<file path="src/rtl/gtx_tx_startup_ctrl.sv">
// TX bring-up sequencer for one GTX channel on the shared QPLL: QPLL reset, lock wait,
// GTTXRESET release, TXUSERRDY, TXRESETDONE wait, with automatic retry on timeout or lock loss.
module gtx_tx_startup_ctrl #(
    parameter int unsigned STABLE_CLOCK_PERIOD  = 8,
    parameter int unsigned RESET_PULSE_CYCLES   = 4,
    parameter int unsigned LOCK_TIMEOUT_NS      = 50000,
    parameter int unsigned RESETDONE_TIMEOUT_NS = 50000,
    parameter int unsigned USERRDY_DELAY        = 16
) (
    input  logic       STABLE_CLOCK,
    input  logic       SOFT_RESET_N,
    input  logic       QPLL_LOCK,
    input  logic       QPLL_REFCLKLOST,
    input  logic       TX_RESETDONE,
    output logic       QPLL_RESET,
    output logic       GTTXRESET,
    output logic       TXUSERRDY,
    output logic       TX_FSM_RESET_DONE,
    output logic [7:0] RETRY_COUNT
);
    function automatic int unsigned max2(input int unsigned a, input int unsigned b);
        return (a > b) ? a : b;
    endfunction

    function automatic int unsigned last_of(input int unsigned n);
        return (n > 0) ? n - 1 : 0;
    endfunction

    localparam int unsigned INIT_CYCLES = 500 / STABLE_CLOCK_PERIOD + 10;
    localparam int unsigned LOCK_CYCLES = LOCK_TIMEOUT_NS / STABLE_CLOCK_PERIOD;
    localparam int unsigned DONE_CYCLES = RESETDONE_TIMEOUT_NS / STABLE_CLOCK_PERIOD;
    localparam int unsigned MAX_CYCLES  = max2(max2(INIT_CYCLES, max2(LOCK_CYCLES, DONE_CYCLES)),
                                               max2(RESET_PULSE_CYCLES, USERRDY_DELAY));
    localparam int unsigned TIMER_W     = ($clog2(MAX_CYCLES + 1) > 20) ? $clog2(MAX_CYCLES + 1) : 20;

    localparam logic [TIMER_W-1:0] INIT_LAST    = TIMER_W'(last_of(INIT_CYCLES));
    localparam logic [TIMER_W-1:0] LOCK_LAST    = TIMER_W'(last_of(LOCK_CYCLES));
    localparam logic [TIMER_W-1:0] DONE_LAST    = TIMER_W'(last_of(DONE_CYCLES));
    localparam logic [TIMER_W-1:0] PULSE_LAST   = TIMER_W'(last_of(RESET_PULSE_CYCLES));
    localparam logic [TIMER_W-1:0] USERRDY_LAST = TIMER_W'(last_of(USERRDY_DELAY));

    typedef enum logic [2:0] {
        INIT_WAIT,
        ASSERT_QPLL_RESET,
        WAIT_LOCK,
        RELEASE_GT,
        WAIT_RESETDONE,
        ASSERT_GT_RESET,
        DONE
    } state_e;

    state_e               state_q, state_d;
    logic [TIMER_W-1:0]   timer_q, timer_d;
    logic [7:0]           retry_q, retry_d;
    logic                 retry_inc;
    logic [1:0]           lock_sync_q, lost_sync_q, done_sync_q;
    logic                 lock_s, lost_s, done_s, lock_bad;
    logic                 qpll_reset_q, qpll_reset_d;
    logic                 gttxreset_q, gttxreset_d;
    logic                 txuserrdy_q, txuserrdy_d;
    logic                 fsm_done_q, fsm_done_d;

    assign lock_s   = lock_sync_q[1];
    assign lost_s   = lost_sync_q[1];
    assign done_s   = done_sync_q[1];
    assign lock_bad = !lock_s || lost_s;

    // State register, shared timer, retry counter, input synchronizers and output flops
    always_ff @(posedge STABLE_CLOCK) begin
        if (!SOFT_RESET_N) begin
            state_q      <= INIT_WAIT;
            timer_q      <= '0;
            retry_q      <= '0;
            lock_sync_q  <= '0;
            lost_sync_q  <= '0;
            done_sync_q  <= '0;
            qpll_reset_q <= 1'b0;
            gttxreset_q  <= 1'b1;
            txuserrdy_q  <= 1'b0;
            fsm_done_q   <= 1'b0;
        end else begin
            state_q      <= state_d;
            timer_q      <= timer_d;
            retry_q      <= retry_d;
            lock_sync_q  <= {lock_sync_q[0], QPLL_LOCK};
            lost_sync_q  <= {lost_sync_q[0], QPLL_REFCLKLOST};
            done_sync_q  <= {done_sync_q[0], TX_RESETDONE};
            qpll_reset_q <= qpll_reset_d;
            gttxreset_q  <= gttxreset_d;
            txuserrdy_q  <= txuserrdy_d;
            fsm_done_q   <= fsm_done_d;
        end
    end

    // Next state; lock loss outranks resetdone and timeout in the same cycle
    always_comb begin
        state_d   = state_q;
        retry_inc = 1'b0;
        case (state_q)
            INIT_WAIT: begin
                if (timer_q == INIT_LAST) state_d = ASSERT_QPLL_RESET;
            end
            ASSERT_QPLL_RESET: begin
                if (timer_q == PULSE_LAST) state_d = WAIT_LOCK;
            end
            WAIT_LOCK: begin
                if (lock_s && !lost_s) begin
                    state_d = RELEASE_GT;
                end else if (timer_q == LOCK_LAST) begin
                    state_d   = ASSERT_QPLL_RESET;
                    retry_inc = 1'b1;
                end
            end
            RELEASE_GT: begin
                if (lock_bad) begin
                    state_d   = ASSERT_QPLL_RESET;
                    retry_inc = 1'b1;
                end else if (timer_q == USERRDY_LAST) begin
                    state_d = WAIT_RESETDONE;
                end
            end
            WAIT_RESETDONE: begin
                if (lock_bad) begin
                    state_d   = ASSERT_QPLL_RESET;
                    retry_inc = 1'b1;
                end else if (done_s) begin
                    state_d = DONE;
                end else if (timer_q == DONE_LAST) begin
                    state_d   = ASSERT_GT_RESET;
                    retry_inc = 1'b1;
                end
            end
            ASSERT_GT_RESET: begin
                if (timer_q == PULSE_LAST) state_d = WAIT_LOCK;
            end
            DONE: begin
                if (lock_bad) begin
                    state_d   = ASSERT_QPLL_RESET;
                    retry_inc = 1'b1;
                end
            end
            default: state_d = INIT_WAIT;
        endcase

        if (state_d != state_q)   timer_d = '0;
        else if (timer_q == '1)   timer_d = timer_q;
        else                      timer_d = timer_q + TIMER_W'(1);

        retry_d = (retry_inc && retry_q != 8'hFF) ? retry_q + 8'd1 : retry_q;
    end

    // Outputs decoded from the upcoming state so the flops line up with the state register
    always_comb begin
        qpll_reset_d = 1'b0;
        gttxreset_d  = 1'b1;
        txuserrdy_d  = 1'b0;
        fsm_done_d   = 1'b0;
        case (state_d)
            ASSERT_QPLL_RESET: qpll_reset_d = 1'b1;
            RELEASE_GT:        gttxreset_d  = 1'b0;
            WAIT_RESETDONE: begin
                gttxreset_d = 1'b0;
                txuserrdy_d = 1'b1;
            end
            DONE: begin
                gttxreset_d = 1'b0;
                txuserrdy_d = 1'b1;
                fsm_done_d  = 1'b1;
            end
            default: ;
        endcase
    end

    assign QPLL_RESET        = qpll_reset_q;
    assign GTTXRESET         = gttxreset_q;
    assign TXUSERRDY         = txuserrdy_q;
    assign TX_FSM_RESET_DONE = fsm_done_q;
    assign RETRY_COUNT       = retry_q;

endmodule

</file>
<file path="config.mk">
export PLATFORM = sky130hd
export DESIGN_NAME = gtx_tx_startup_ctrl
export DESIGN_NICKNAME = d
export VERILOG_FILES = /design/src/rtl/gtx_tx_startup_ctrl.sv
export SDC_FILE = /design/constraint.sdc
export NUM_CORES = 1
export LEC_CHECK = 0
export BUFFER_PORTS_ARGS = -buffer_cell sky130_fd_sc_hd__buf_2
export CORE_MARGIN = 5
export CORE_UTILIZATION = 59
export DETAILED_ROUTE_END_ITERATION = 10
export PLACE_DENSITY_LB_ADDON = 0.25
export SLEW_MARGIN = 20
export SYNTH_ARGS = -nofsm -noshare
export SYNTH_HDL_FRONTEND = slang
export SYNTH_SLANG_ARGS = --single-unit
</file>
<file path="constraint.sdc">
create_clock -name STABLE_CLOCK -period 3.15 [get_ports STABLE_CLOCK]
set_clock_uncertainty 0.1 [all_clocks]
set_input_delay 0.4725 -clock STABLE_CLOCK [delete_from_list [all_inputs] [get_ports STABLE_CLOCK]]
set_output_delay 0.4725 -clock STABLE_CLOCK [all_outputs]
set_load 0.02 [all_outputs]
</file>
# Yosys cells after proc, flatten, opt, wreduce, memory -nomap -nowiden
# Index checks and enable logic that the tools add are counted.
dict set report op_classes {
  mux 21
  add_sub_neg 2
  n_eq_ne 17
  n_bitwise 1
  reduce_logical 11
}
# op count
set op_table {}
lappend op_table {{two-way mux 3 bit} 10}
lappend op_table {{adder 20 x 1 -> 20 bit (second input constant)} 1}
lappend op_table {{equality test 20 x 13 -> 1 bit (second input constant)} 1}
lappend op_table {{equality test 20 x 2 -> 1 bit (second input constant)} 1}
lappend op_table {{equality test 20 bit (second input constant)} 1}
lappend op_table {{equality test 20 x 4 -> 1 bit (second input constant)} 1}
lappend op_table {{equality test 20 x 7 -> 1 bit (second input constant)} 1}
lappend op_table {{one-hot mux 3 bit (6 select lines)} 1}
lappend op_table {{equality test 3 bit (second input constant)} 5}
lappend op_table {{equality test 3 x 2 -> 1 bit (second input constant)} 3}
lappend op_table {{two-way mux 1 bit} 9}
lappend op_table {{adder 8 x 1 -> 8 bit (second input constant)} 1}
lappend op_table {{!= test 8 bit (second input constant)} 1}
lappend op_table {{OR reduction 2 bit} 4}
lappend op_table {{equality test 3 x 1 -> 1 bit (second input constant)} 2}
lappend op_table {{logical NOT 3 bit} 1}
lappend op_table {{!= test 3 bit} 1}
lappend op_table {{one-hot mux 1 bit (3 select lines)} 1}
lappend op_table {{OR reduction 3 bit} 1}
lappend op_table {{logical AND 1 bit} 2}
lappend op_table {{logical NOT 1 bit} 2}
lappend op_table {{logical OR 1 bit} 1}
lappend op_table {{NOT 1 bit} 1}
dict set report word_totals {
  elab_cells 62
  regBits 41
  output_inout_bits 12
}

# Depth between registers and ports, before layout
# Gate-level depths: netlist of run 1.
dict set report logic_depth {
  ltp_word 8
  mapped_depth 9
  depth_no_buf 8
}

# Least setup slack after synthesis of run 1
# No wires, ideal clock.
dict set report synth_timing {
  path_type {register -> register}
  from {register timer_q[17]}
  to {register retry_q[4] (netlist: RETRY_COUNT[4])}
  stages_incl_launch_ff 8
  t_required_ns 2.978
  n_path_buf 1
  setup_slack_ns 0.631
  setup_time_ns 0.072
  arrival_ns 2.348
  path_cell_list {dfxtp_1 buf_6 or4_1 or4_4 o32a_4 nor3b_4 and3_1 mux2i_1}
}
dict set report synth_between {
  elab_chain_len 6
  elab_cells_between_ends 7
  classes_between {eq/ne: 1; mux: 5; reduce/logical: 1}
}
# element line
set synth_rtl {}
lappend synth_rtl {{start: declaration} 53} ;# logic [TIMER_W-1:0] timer_q, timer_d;
lappend synth_rtl {{start signal: assignment} 83} ;# timer_q <= timer_d;
lappend synth_rtl {{equality test 20 x 13 -> 1 bit *} {109, 128}}
lappend synth_rtl {{two-way mux 1 bit *} {109, 128}}
lappend synth_rtl {{two-way mux 1 bit} 126} ;# end else if (done_s) begin
lappend synth_rtl {{two-way mux 1 bit} 123} ;# if (lock_bad) begin
lappend synth_rtl {{one-hot mux 1 bit (3 select lines) *} 99} ;# case (state_q)
lappend synth_rtl {{logical AND 1 bit *} 149} ;# retry_d = (retry_inc && retry_q != 8'hFF) ? retry_q + 8'd1 : retry_q;
lappend synth_rtl {{end signal: assignment} 84} ;# retry_q <= retry_d;
lappend synth_rtl {{end: declaration} 54} ;# logic [7:0] retry_q, retry_d;
# Every way passes the cells marked *; elsewhere a longest branch is shown, timed or not.
# A chain may end at the register's enable or synchronous reset.

# Worst setup path in the final report of run 1
dict set report layout_timing {
  from {register timer_q[15]}
  to {register timer_q[9]}
}
dict set report layout_between {
  elab_chain_len 7
  elab_cells_between_ends 17
  classes_between {eq/ne: 6; mux: 10; reduce/logical: 1}
}
# element line
set layout_rtl {}
lappend layout_rtl {{equality test 20 x 13 -> 1 bit} {109, 128}}
lappend layout_rtl {{two-way mux 3 bit} 128} ;# end else if (timer_q == DONE_LAST) begin
lappend layout_rtl {{two-way mux 3 bit} 126}
lappend layout_rtl {{two-way mux 3 bit} 123}
lappend layout_rtl {{one-hot mux 3 bit (6 select lines)} 99}
lappend layout_rtl {{!= test 3 bit} 145} ;# if (state_d != state_q) timer_d = '0;
lappend layout_rtl {{OR reduction 2 bit (no source line)} n/a}
# Parallel ways exist; a longest one is shown, timed or not.

==> reports/results.md, run 1 <==
| Group | Parameter | This run |
|:---|:---|:---|
| outcome | Result of the run | complete, no violations |
| route | ANT nets after route | 0 |
| cts | Root buf cell | clkbuf_8 |
| finish | Share of final-layout standard cells stronger than drive strength 1 | 12.7% |
| critical path | R2r endpoint | timer_q[9]$_SDFFE_PP0P_ |
| synth | Share of the yosys chip area belonging to registers | 37.9% |
| die | Horiz. Die Dim | 70.6 µm |
| die | Overall die area | 0.00499 mm² |
| critical path | Startpoint type of the worst setup path | register |
| synth | Post-synthesis share of cell area spent on xor and xnor gates | 7.67% |
| sta | Setup tns final | 0 ns |
| synth | Area of the mapped netlist | 0.00217 mm² |
| synth | Library cell occupying the most area in the post-synthesis netlist | dfxtp_1 |
| die | Number of rows in the core area | 22 |
| grt | Total grt overflow | 0 |
| sta | Min setup slack post-route | 0.356 ns |
| critical path | WP data arrival | 2.86 ns |
| critical path | Worst setup slack for register-to-register paths | 0.36 ns |
| cts | Number of buffers created by CTS | 5 |
| synth | Post-synthesis cell type count | 47 |
| die | Total I/O pin count | 17 |
| cts | Clock sink count | 41 |
| cts | Clock latency of the later-clocked register in the worst-skew pair | 0.29 ns |
| grt | Largest net degree at the start of global routing | 24 |
| finish | Commonest cells after routing, fill and taps aside | dfxtp_1, nor3_1, nand2_1 |
| critical path | R2R cell count | 6 |
| job | Max-capacitance violation count | 0 |
| critical path | Critical path fanouts, max | 20 |
| sta | Final critical delay including setup and external delays | 2.79 ns |
| grt | Via count of the first global-routing pass | 1,689 |
| synth | Portion of netlist area occupied by mux cells | 1.85% |
| synth | Basic-gate share of the synthesized area counting and, or, nand and nor cells | 35.7% |
| sta | Final count of negative-setup-slack endpoints | 0 |
| cts | Clock edge transition at the registers on the reported setup and hold paths | 0.07 ns |
| power | Static leakage | 0.910 nW |
| critical path | Capture point of the worst path | timer_q[9]$_SDFFE_PP0P_ |
| finish | Layout area overhead | 5.60% |
| finish | Antenna diode count | 0 |
| synth | Synth warnings | 0 |
| sta | Max_slew headroom | 60.6% |
| grt | Overall routing resource usage | 18.0% |
| synth | Fraction of registers with async set/reset | 0% |
| synth | Share of the synthesized area in compound gates (AO/OA/AOI/OAI) | 10.0% |
| power | Flop pwr share | 60.9% |
| power | Net load switching power | 0.189 mW |
| grt | GRT Max-Usage Layer | met2 |
| grt | Met3 usage | 4.83% |
| route | DRT Wirelength | 4370 µm |
| finish | Most common cell after layout, fill and taps aside | dfxtp_1 |
| synth | Most used flip-flop cell after synthesis | dfxtp_1 |
| critical path | Startpoint of the worst setup timing path | timer_q[15]$_SDFFE_PP0P_ |
| synth | Net count after synthesis | 262 |
| cts | Post-CTS sizing | 0 |
| sta | Timing-limited maximum frequency | 358 MHz |
| synth | Cell count after synthesis | 254 |
| die | Initial standard-cell utilization of the core | 60.1% |
| finish | # nets final | 269 |
| route | DRC viols | 0 |
| sta | Number of failing hold endpoints at the final stage | 0 |
| power | Internal power | 0.684 mW |
| power | Power Dens Cells | 381 mW/mm² |
| hold path | Worst hold path class | input pin to register |
| placed design | Routability congestion estimate from global placement | 0.913 |
| synth | Number of enable flip-flop cells after synthesis | 0 |
| grt | Number of antenna violations at the first check in global routing | 0 |
| cts | CTS H-Tree Depth | 2 |
| placed design | Post-Place Worst Slack | 0.386 ns |
| critical path | Crit Path Category | register to register |
| grt | First-pass GRT wire length | 7370 µm |
| synth | Average instance area after synthesis | 8.54 µm² |
| sta | Share of the clock period used by the worst path | 88.7% |
| route | Detailed-route wire length per cell | 14.2 µm |
| power | Clock power share | 35.9% |
| grt | Met2 Track Usage GR | 27.9% |
| synth | Post-synthesis share of cell area spent on full adders, half adders and majority gates | 1.73% |
| die | Core Region | 0.00361 mm² |
| power | Sum of internal, switching and leakage power | 0.872 mW |
| placed design | Estimated wirelength of the detail-placed design | 3000 µm |
| die | Die height | 70.6 µm |
| critical path | Data required time of the worst path | 3.22 ns |
| synth | Number of flip-flops and latches in the synthesized netlist | 41 |
| synth | Cell types occupying the most area after synthesis | dfxtp_1, nor3_1, and2_1, xor2_1, xnor2_1 |
| power | Switching share of power | 21.7% |
| route | Number of detailed-routing iterations run before antenna repair | 4 |
| sta | Max-slew violation count | 0 |
| critical path | Crit path capture type | register |
| sta | Unrepaired setup endpoints after global routing | false |
| route | Number of violations reported at the end of detailed-routing iteration 0 | 146 |
| synth | Main combinational cell family by area after synthesis | simple AND/OR/NAND/NOR gates |
| route | Drt via density | 5.96 |
| sta | Tightest hold margin | 0.282 ns |
| synth | Post-synth top area share | 37.9% |
| cts | Number of buffers inserted for hold repair after clock tree synthesis | 0 |
| placed design | Port-buffer cells | 16 |
| cts | Post-CTS repair timing setup buffer count | 0 |
| power | Power share of the combinational group | 3.3% |
| critical path | Launch point of the worst reg-to-reg path | timer_q[15]$_SDFFE_PP0P_ |
| route | Number of vias after detailed routing | 1,836 |
| power | Worst IR drop on VDD | 296 µV |
| cts | CTS tree | built |
| sta | Actual slew at the worst max-slew pin | 0.583 ns |
| cts | Number of buffers between clock root and the deepest sink | 2 |
| grt | Met1 track demand over resource in global routing | 23.9% |
## per-layer routing
metal	wire length, µm	share of wire, %
met1	2140	49
met2	1910	44
met3	234	5.4
met4	85	1.9
met5	0	0
## synth_stat cells (5+ instances only)
cell,count
and4_1,5
buf_2,5
nor3_1,25
and3_1,9
nor4_1,6
and2_1,15
o21ai_0,6
nor2_1,16
nand3_1,15
dfxtp_1,41
xor2_1,10
clkbuf_1,6
xnor2_1,9
nand2_1,17
nand4_1,8
## worst max-delay path, stage by stage (launching register included)
cell,delay (ns)
dfxtp_1,0.36
nor4_1,0.52
nand4_1,0.28
o311ai_0,0.46
o21ai_0,0.25
o21ba_2,0.57
nor3_1,0.13
## final cells by class
class / count / area (µm²)
Clock buffer: 5 / 68.8
Clock inverter: 1 / 5.00
Fill cell: 348 / 1320
Inverter: 3 / 11.3
Multi-Input combinational cell: 193 / 1240
Sequential cell: 41 / 821
Tap cell: 48 / 60.1
Timing Repair Buffer: 17 / 87.6
## power by group through the flow
| stage | clock, mW | sequential, mW | combinational [mW] |
|---|---|---|---|
| floorplan | 0 | 0.540 | 0.0241 |
| global placement | 0 | 0.543 | 0.0279 |
| detailed placement | 0 | 0.543 | 0.0287 |
| CTS | 0.324 | 0.531 | 0.0288 |
| global route | 0.341 | 0.532 | 0.0327 |
| finish | 0.313 | 0.531 | 0.0286 |
## worst min-delay path by stage
| stage | from | end | slack, ns | cells after the start |
|---|---|---|---|---|
| detailed placement | lost_sync_q[0]$_SDFF_PN0_ | lost_sync_q[1]$_SDFF_PN0_ | 0.32 | 1 |
| global placement | done_sync_q[0]$_SDFF_PN0_ | done_sync_q[1]$_SDFF_PN0_ | 0.32 | 1 |
| CTS | QPLL_REFCLKLOST | lost_sync_q[0]$_SDFF_PN0_ | 0.28 | 2 |
| global route | QPLL_REFCLKLOST | lost_sync_q[0]$_SDFF_PN0_ | 0.27 | 2 |
| finish | QPLL_REFCLKLOST | lost_sync_q[0]$_SDFF_PN0_ | 0.28 | 2 |
| floorplan | done_sync_q[0]$_SDFF_PN0_ | done_sync_q[1]$_SDFF_PN0_ | 0.31 | 1 |
## sequential cells by signal (all words and copies together) (netlist names)
register	flops
timer_q	20
RETRY_COUNT	8
state_q	3
done_sync_q	2
lock_sync_q	2
lost_sync_q	2
GTTXRESET	1
QPLL_RESET	1
TXUSERRDY	1
TX_FSM_RESET_DONE	1
## kinds of logic (layout without fill, tap and decap cells)
kind of cell / Yosys count / count (layout)
mux: 4 / 4
simple gates: 137 / 137
compound gates: 30 / 30
fa+ha+maj: 3 / 3
xor+xnor: 19 / 19
buf+inv: 20 / 26
flops: 41 / 41
## per-stage QoR
step | util (%) | cells | instance area [µm²]
6_report | 63.5 | 308 | 2290
5_1_grt | 63.5 | 308 | 2290
4_1_cts | 63.5 | 308 | 2290
3_5_place_dp | 61.5 | 302 | 2220
3_3_place_gp | 61.5 | 302 | 2220
2_1_floorplan | - | 254 | 2170
Power figures use the tool's default switching activity.
==> inputs of run 2 (changes only) <==
Settings changed: CORE_UTILIZATION 59 to 56, CTS_BUF_LIST from default to sky130_fd_sc_hd__clkbuf_4 sky130_fd_sc_hd__clkbuf_8, SETUP_SLACK_MARGIN from default to 0.15.
Clock period 3.15 ns to 2.3 ns, I/O delays scaled along.
==> reports/results.md, run 2 (synthesis results as in run 1) <==
| Group | Parameter | This run | Change |
|:---|:---|:---|:---|
| placed design | Port-buffer cells | 16 | unchanged |
| finish | Layout area overhead | 28.9% |  |
| sta | Number of failing hold endpoints at the final stage | 0 | unchanged |
| die | Core Region | 0.00372 mm² | +3.1% |
| finish | Count of placed standard cells in the final layout, fillers left out | 353 | +15% |
| power | Sum of internal, switching and leakage power | 1.25 mW | +44% |
| sta | Tightest hold margin | 0.164 ns | -0.118 ns |
| die | Total I/O pin count | 17 | unchanged |
| placed design | Instance count after placement with tap cells included | 337 | +12% |
| route | DRC viols | 0 | unchanged |
| critical path | Crit Path Category | register to register |  |
| power | Switching share of power | 21.1% | -0.59 points |
| route | Drt via density | 5.71 | -4.1% |
| cts | Clock sink count | 41 | unchanged |
| critical path | Startpoint of the worst setup timing path | timer_q[16]$_SDFFE_PP0P_ |  |
| finish | Register with the highest flop count | timer_q |  |
| cts | Clock edge transition at the registers on the reported setup and hold paths | 0.08 ns | about the same |
| finish | Commonest cells after routing, fill and taps aside | buf_4, dfxtp_1, nor3_1 |  |
| finish | # nets final | 313 | +16% |
| die | Die height | 72.2 µm | +2.3% |
| grt | First-pass GRT wire length | 8700 µm | +18% |
| cts | Clock latency of the later-clocked register in the worst-skew pair | 0.29 ns | about the same |
| critical path | WP data arrival | 2.61 ns | -0.25 ns |
| job | Max-capacitance violation count | 0 | unchanged |
| finish | Fill count | 284 | -18% |
| sta | Timing-limited maximum frequency | 396 MHz | +11% |
| outcome | Failing checks | negative setup slack |  |
| grt | Number of antenna violations at the first check in global routing | 0 | unchanged |
| route | Detailed-route wire length per cell | 15.1 µm | +6.2% |
| power | Internal power | 0.990 mW | +45% |
| grt | Total grt overflow | 0 | unchanged |
| sta | Final count of negative-setup-slack endpoints | 33 | +33 |
| power | Static leakage | 1.22 nW | +34% |
| route | DRT Wirelength | 5320 µm | +22% |
| sta | Share of the clock period used by the worst path | 110% | +21 points |
| outcome | Result of the run | complete, but fails checks |  |
| die | Overall die area | 0.00522 mm² | +4.6% |
| placed design | Routability congestion estimate from global placement | 0.859 | -5.9% |
| sta | Min setup slack post-route | -0.228 ns | -0.584 ns |
| sta | Final critical delay including setup and external delays | 2.53 ns | -0.266 ns |
| critical path | R2R cell count | 8 | +2 |
| sta | Unrepaired setup endpoints after global routing | true |  |
| die | Horiz. Die Dim | 72.2 µm | +2.3% |
| power | Power share of the combinational group | 3.8% | +0.5 points |
| cts | Number of buffers between clock root and the deepest sink | 2 | unchanged |
| route | Number of violations reported at the end of detailed-routing iteration 0 | 151 | +3.4% |
| finish | Antenna diode count | 0 | unchanged |
| cts | CTS H-Tree Depth | 2 | unchanged |
| power | Clock power share | 38.3% | +2.4 points |
| finish | Flip-flop count of the largest register after layout | 20 | unchanged |
| hold path | Worst hold path class | input pin to register |  |
| sta | Max_slew headroom | 60.6% | about the same |
| power | Flop pwr share | 57.9% | -3.0 points |
| route | Number of vias after detailed routing | 2,017 | +9.9% |
| power | Power Dens Cells | 449 mW/mm² | +18% |
| finish | Share of final-layout standard cells stronger than drive strength 1 | 31.5% | +19 points |
| critical path | Capture point of the worst path | RETRY_COUNT[0]$_SDFFE_PN0P_ |  |
| grt | Via count of the first global-routing pass | 1,930 | +14% |
| sta | Setup tns final | -5.60 ns | -5.60 ns |
| critical path | Launch point of the worst reg-to-reg path | timer_q[16]$_SDFFE_PP0P_ |  |
| cts | CTS tree | built |  |
| finish | Most common cell after layout, fill and taps aside | buf_4 |  |
| route | Number of detailed-routing iterations run before antenna repair | 4 | unchanged |
| placed design | Estimated wirelength of the detail-placed design | 3620 µm | +21% |
| power | Worst IR drop on VDD | 425 µV | +44% |
| route | ANT nets after route | 0 | unchanged |
| sta | Actual slew at the worst max-slew pin | 0.583 ns | +0.000163 ns |
| cts | Root buf cell | clkbuf_8 |  |
| sta | Max-slew violation count | 0 | unchanged |
| critical path | Crit path capture type | register |  |
| critical path | Worst setup slack for register-to-register paths | -0.23 ns | -0.58 ns |
| finish | Sequential cell area | 825 µm² | +0.46% |
| critical path | Data required time of the worst path | 2.38 ns | -0.84 ns |
| die | Initial standard-cell utilization of the core | 58.4% | -1.8 points |
| grt | Largest net degree at the start of global routing | 24 | unchanged |
| cts | Number of buffers created by CTS | 5 | unchanged |
| finish | Area of the multi-input gates | 0.00137 mm² | +11% |
| power | Net load switching power | 0.264 mW | +40% |
| grt | Overall routing resource usage | 20.7% | +2.7 points |
| critical path | Startpoint type of the worst setup path | register |  |
| critical path | Critical path fanouts, max | 5 | -75% |
| die | Number of rows in the core area | 22 | unchanged |
| critical path | R2r endpoint | RETRY_COUNT[0]$_SDFFE_PN0P_ |  |
run 2: cell types whose count changed in the layout (fill, tap and decap cells not counted), moves of 3 or more:
| cell | delta |
|---|---|
| buf_4 | +40 |
| nor3_1 | -5 |
| buf_6 | +3 |
| dfxtp_1 | -3 |
| dfxtp_2 | +3 |
| nor3_4 | +3 |
| nor4_1 | -3 |
run 2: worst min-delay path by stage:
stage                                    from                         to  slack [ns]  cells after the start
floorplan           done_sync_q[0]$_SDFF_PN0_  done_sync_q[1]$_SDFF_PN0_        0.31                      1
global placement    lock_sync_q[0]$_SDFF_PN0_  lock_sync_q[1]$_SDFF_PN0_        0.31                      1
detailed placement  done_sync_q[0]$_SDFF_PN0_  done_sync_q[1]$_SDFF_PN0_        0.32                      1
CTS                              TX_RESETDONE  done_sync_q[0]$_SDFF_PN0_        0.16                      2
global route                        QPLL_LOCK  lock_sync_q[0]$_SDFF_PN0_        0.15                      2
finish                        QPLL_REFCLKLOST  lost_sync_q[0]$_SDFF_PN0_        0.16                      2
run 2: per-stage QoR:
| step | area, µm² | worst slack, ns | utilization [%] |
|---|---|---|---|
| after CTS | 2700 | -0.173 | 72.6 |
| final | 2790 | -0.228 | 75.2 |
| after detailed placement | 2490 | -0.174 | 67.0 |
| after floorplan | 2170 | -0.120 | - |
| after global placement | 2490 | -0.147 | 67.0 |
| after global routing | 2790 | -0.288 | 75.2 |
run 2: cell type report:
class                      count  area share [%]
multi-input combinational    193            48.9
sequential                    41            29.5
timing repair buffer          61            15.8
clock buffer                   7            3.22
tap                           48            2.15
inverter                       3           0.403
run 2: power groups by stage:
stage               clock network [mW]  logic (mW)  registers [mW]
floorplan                            0      0.0330           0.739
global placement                     0      0.0426           0.742
detailed placement                   0      0.0456           0.742
CTS                              0.489      0.0465           0.726
global route                     0.535      0.0546           0.727
finish                           0.481      0.0476           0.726
run 2: repair_timing:
item | in CTS | in global routing
setup buffers | 6 | 3
hold buffers | 0 | 0
endpoints found under the setup margin | 34 | 34
resized for setup | 16 | 18
pin swaps | 8 | 7
run 2: routing by layer:
layer  vias up  GRT usage, %  part of all wire, %
met5         -             0                    0
met4         0          3.13                 0.75
met3         7          4.16                  4.8
li1       1008             -                    -
met2        50          34.8                   50
met1       952          27.9                   45
run 2: critical path, stage by stage (launching register included):
cell and delay, ns:
dfxtp_2 0.34, or4_4 0.51, or4_4 0.52, o32a_4 0.37, buf_4 0.15, buf_6 0.11, nor2_4 0.11, xor2_1 0.07
and2_1 0.15
==> inputs of run 3 (changes only) <==
Settings changed: ABC_AREA from default to 1.
==> reports/results.md, run 3 <==
| Group | Parameter | This run | Change |
|:---|:---|:---|:---|
| outcome | Result of the run | complete, no violations |  |
| critical path | Ordered cell list for the critical path | ha_2 > nand2_1 > nor2_4 > inv_1 > nor2_2 > nand2_2 > nor2_4 > nand2_2 > nand3_2 > nor2_1 > xor2_1 > nor2_4 |  |
| synth | Cell with the most instances after synthesis | nand2_1 |  |
| die | Core Region | 0.00397 mm² | +6.9% |
| critical path | Crit Path Category | register to register |  |
| critical path | Slowest cell on the critical path | dfxtp_2 |  |
| finish | Layout Cell Area excl Fill | 0.00252 mm² | -9.9% |
| placed design | Instance count after placement with tap cells included | 386 | +15% |
| critical path | Library cell appearing most often on the critical path | nor2_4 |  |
| synth | Cell count after synthesis | 323 | +27% |
| placed design | Estimated wirelength of the detail-placed design | 3310 µm | -8.5% |
| sta | Tightest hold margin | 0.122 ns | -0.0420 ns |
| route | Number of vias after detailed routing | 1,972 | -2.2% |
| synth | Library cell occupying the most area in the post-synthesis netlist | dfxtp_1 |  |
| sta | Max_slew headroom | 65.2% | +4.6 points |
| cts | Number of buffers between clock root and the deepest sink | 2 | unchanged |
| sta | Share of the clock period used by the worst path | 86.8% | -23 points |
| critical path | Launch point of the worst reg-to-reg path | timer_q[0]$_SDFFE_PP0P_ |  |
| critical path | Startpoint type of the worst setup path | register |  |
| synth | Post-synthesis cell type count | 28 | -40% |
| synth | Synth warnings | 0 | unchanged |
| finish | Flip-flop count of the largest register after layout | 20 | unchanged |
| die | Overall die area | 0.00541 mm² | +3.8% |
| sta | Max-slew violation count | 0 | unchanged |
| synth | Commonest cells in the netlist | nand2_1, nor2_1, dfxtp_1 |  |
| grt | Overall routing resource usage | 18.1% | -2.6 points |
| cts | Clock edge transition at the registers on the reported setup and hold paths | 0.08 ns | about the same |
| route | Number of violations reported at the end of detailed-routing iteration 0 | 130 | -14% |
| grt | Number of antenna violations at the first check in global routing | 0 | unchanged |
| die | Number of rows in the core area | 23 | +4.5% |
| cts | Number of buffers inserted for hold repair after clock tree synthesis | 0 | unchanged |
| placed design | Port-buffer cells | 16 | unchanged |
| hold path | Worst hold path class | input pin to register |  |
| grt | Total grt overflow | 0 | unchanged |
| finish | Antenna diode count | 0 | unchanged |
| grt | Largest net degree at the start of global routing | 21 | -13% |
| synth | Most used flip-flop cell after synthesis | dfxtp_1 |  |
| finish | # nets final | 351 | +12% |
| finish | Most common cell after layout, fill and taps aside | nand2_1 |  |
| finish | Commonest cells after routing, fill and taps aside | nand2_1, nor2_1, dfxtp_1, inv_1, nor2_2 |  |
| synth | Net count after synthesis | 331 | +26% |
| cts | Number of buffers created by CTS | 5 | unchanged |
| critical path | Crit path capture type | register |  |
| sta | Actual slew at the worst max-slew pin | 0.518 ns | -0.0649 ns |
| critical path | WP data arrival | 2.09 ns | -0.52 ns |
| route | Wire length on met2 | 1870 µm | -29% |
| power | Static leakage | 1.10 nW | -9.5% |
| finish | Share of final-layout standard cells stronger than drive strength 1 | 20.6% | -11 points |
| sta | Setup tns final | 0 ns | +5.60 ns |
| synth | Number of enable flip-flop cells after synthesis | 0 | unchanged |
| placed design | Area of placed instances | 0.00239 mm² | -4.1% |
| sta | Final critical delay including setup and external delays | 2.00 ns | -0.532 ns |
| synth | Post-synth top area share | 36.3% | -1.6 points |
| grt | First-pass GRT wire length | 7730 µm | -11% |
| die | Initial standard-cell utilization of the core | 57.0% | -1.4 points |
| critical path | Critical path fanouts, max | 5 | unchanged |
| cts | Clock sink count | 41 | unchanged |
| route | Top layer used by detailed routing | met4 |  |
| sta | Timing-limited maximum frequency | 501 MHz | +27% |
| power | Worst IR drop on VDD | 363 µV | -15% |
| sta | Unrepaired setup endpoints after global routing | false |  |
| finish | Layout area overhead | 11.2% |  |
| hold path | Worst Min Path Start | QPLL_REFCLKLOST |  |
| route | Detailed-route wire length per cell | 11.1 µm | -26% |
| job | Max-capacitance violation count | 0 | unchanged |
| route | Number of detailed-routing iterations run before antenna repair | 4 | unchanged |
| finish | Register with the highest flop count | timer_q |  |
| grt | Via count of the first global-routing pass | 1,736 | -10% |
| synth | Number of flip-flops and latches in the synthesized netlist | 41 | unchanged |
| cts | Post-CTS sizing | 0 | -16 |
| critical path | Startpoint of the worst setup timing path | timer_q[0]$_SDFFE_PP0P_ |  |
| critical path | Biggest cell delay along the critical path | 0.37 ns | -0.15 ns |
| sta | Final count of negative-setup-slack endpoints | 0 | -100% |
| die | Die height | 73.6 µm | +1.9% |
| route | Detailed-routed wire length on met3 | 202 µm | -22% |
| route | DRC viols | 0 | unchanged |
| critical path | Data required time of the worst path | 2.40 ns | +0.02 ns |
| route | Drt via density | 5.01 | -12% |
| finish | Count of placed standard cells in the final layout, fillers left out | 394 | +12% |
| cts | Root buf cell | clkbuf_8 |  |
| die | Total I/O pin count | 17 | unchanged |
| route | Sum of routed wire segments on met1 | 2260 µm | -4.9% |
| finish | Final core area utilization | 63.4% | -12 points |
| route | DRT Wirelength | 4390 µm | -17% |
| synth | Fraction of registers with async set/reset | 0% | unchanged |
| cts | Clock latency of the later-clocked register in the worst-skew pair | 0.30 ns | about the same |
| cts | CTS H-Tree Depth | 2 | unchanged |
| synth | Area of the mapped netlist | 0.00226 mm² | +4.4% |
| route | ANT nets after route | 0 | unchanged |
| placed design | Routability congestion estimate from global placement | 0.908 | +5.8% |
| sta | Number of failing hold endpoints at the final stage | 0 | unchanged |
| cts | Post-CTS repair timing setup buffer count | 0 | -6 |
| synth | Share of the yosys chip area belonging to registers | 36.3% | -1.6 points |
| power | Power Dens Cells | 542 mW/mm² | +21% |
| synth | Cell types occupying the most area after synthesis | dfxtp_1, nand2_1, nor2_1, nor2_2, inv_1 |  |
| cts | CTS tree | built |  |
| die | Horiz. Die Dim | 73.6 µm | +1.9% |
| synth | Average instance area after synthesis | 7.01 µm² | -18% |
-- run 3: cell types whose count changed after synthesis, sizes merged, moves of 6 or more --
cell	previous run	this run
nand3	15	21
buf	11	3
and3	9	1
and2	15	0
nor2	16	75
nand2	17	74
nor3	25	5
inv	3	42
-- run 3: path summary, 6_finish.rpt --
kind              cells after the start  slack [ns]                         to
hold / removal                        3        0.12  lost_sync_q[0]$_SDFF_PN0_
hold reg to reg                       2        0.32  lost_sync_q[1]$_SDFF_PN0_
setup / recovery                     12        0.30    timer_q[6]$_SDFFE_PP0P_
setup reg to reg                     12        0.30    timer_q[6]$_SDFFE_PP0P_
-- run 3: power by group --
part	internal (mW)	total [mW]	switching (mW)
registers	0.719	0.726	0.00650
clock network	0.325	0.588	0.263
logic	0.0182	0.0502	0.0320
-- run 3: kinds of logic (layout without fill, tap and decap cells) --
family	Yosys count	in the layout	share of synthesized area, %
AND/OR/NAND/NOR	191	191	40.4
buffers and inverters	48	69	8.96
flip-flops	41	41	36.3
AO/OA/AOI/OAI	20	20	5.03
XOR/XNOR	20	20	7.74
adder cells (fa/ha/maj)	3	3	1.66
-- run 3: metrics by stage --
| step | total power, mW | setup slack (ns) |
|---|---|---|
| 2_1_floorplan | 0.779 | 0.416 |
| 3_3_place_gp | 0.791 | 0.322 |
| 3_5_place_dp | 0.792 | 0.236 |
| 4_1_cts | 1.38 | 0.229 |
| 5_1_grt | 1.42 | 0.165 |
| 6_report | 1.36 | 0.304 |
-- run 3: critical path: cells and delay by family, from the launching register on --
kind | cells | cell delay, ns
xor gates and xnor gates | 1 | 0.23
adders and majority gates | 1 | 0.20
DFF | 1 | 0.37
buffers and inverters | 1 | 0.06
and+or+nand+nor | 9 | 0.93
-- run 3: routing by layer --
metal	GRT usage, %	up-vias
met5	0	-
met4	7.04	0
met3	4.24	8
met2	26.0	38
met1	25.9	876
li1	-	1050
-- run 3: area by class of cell --
type,count,area (µm²)
fill,343,1460
multi-input combinational,234,1250
sequential,41,823
inverter,44,165
timing repair buffer,17,100
clock buffer,5,68.8
tap,50,62.6
clock inverter,3,46.3
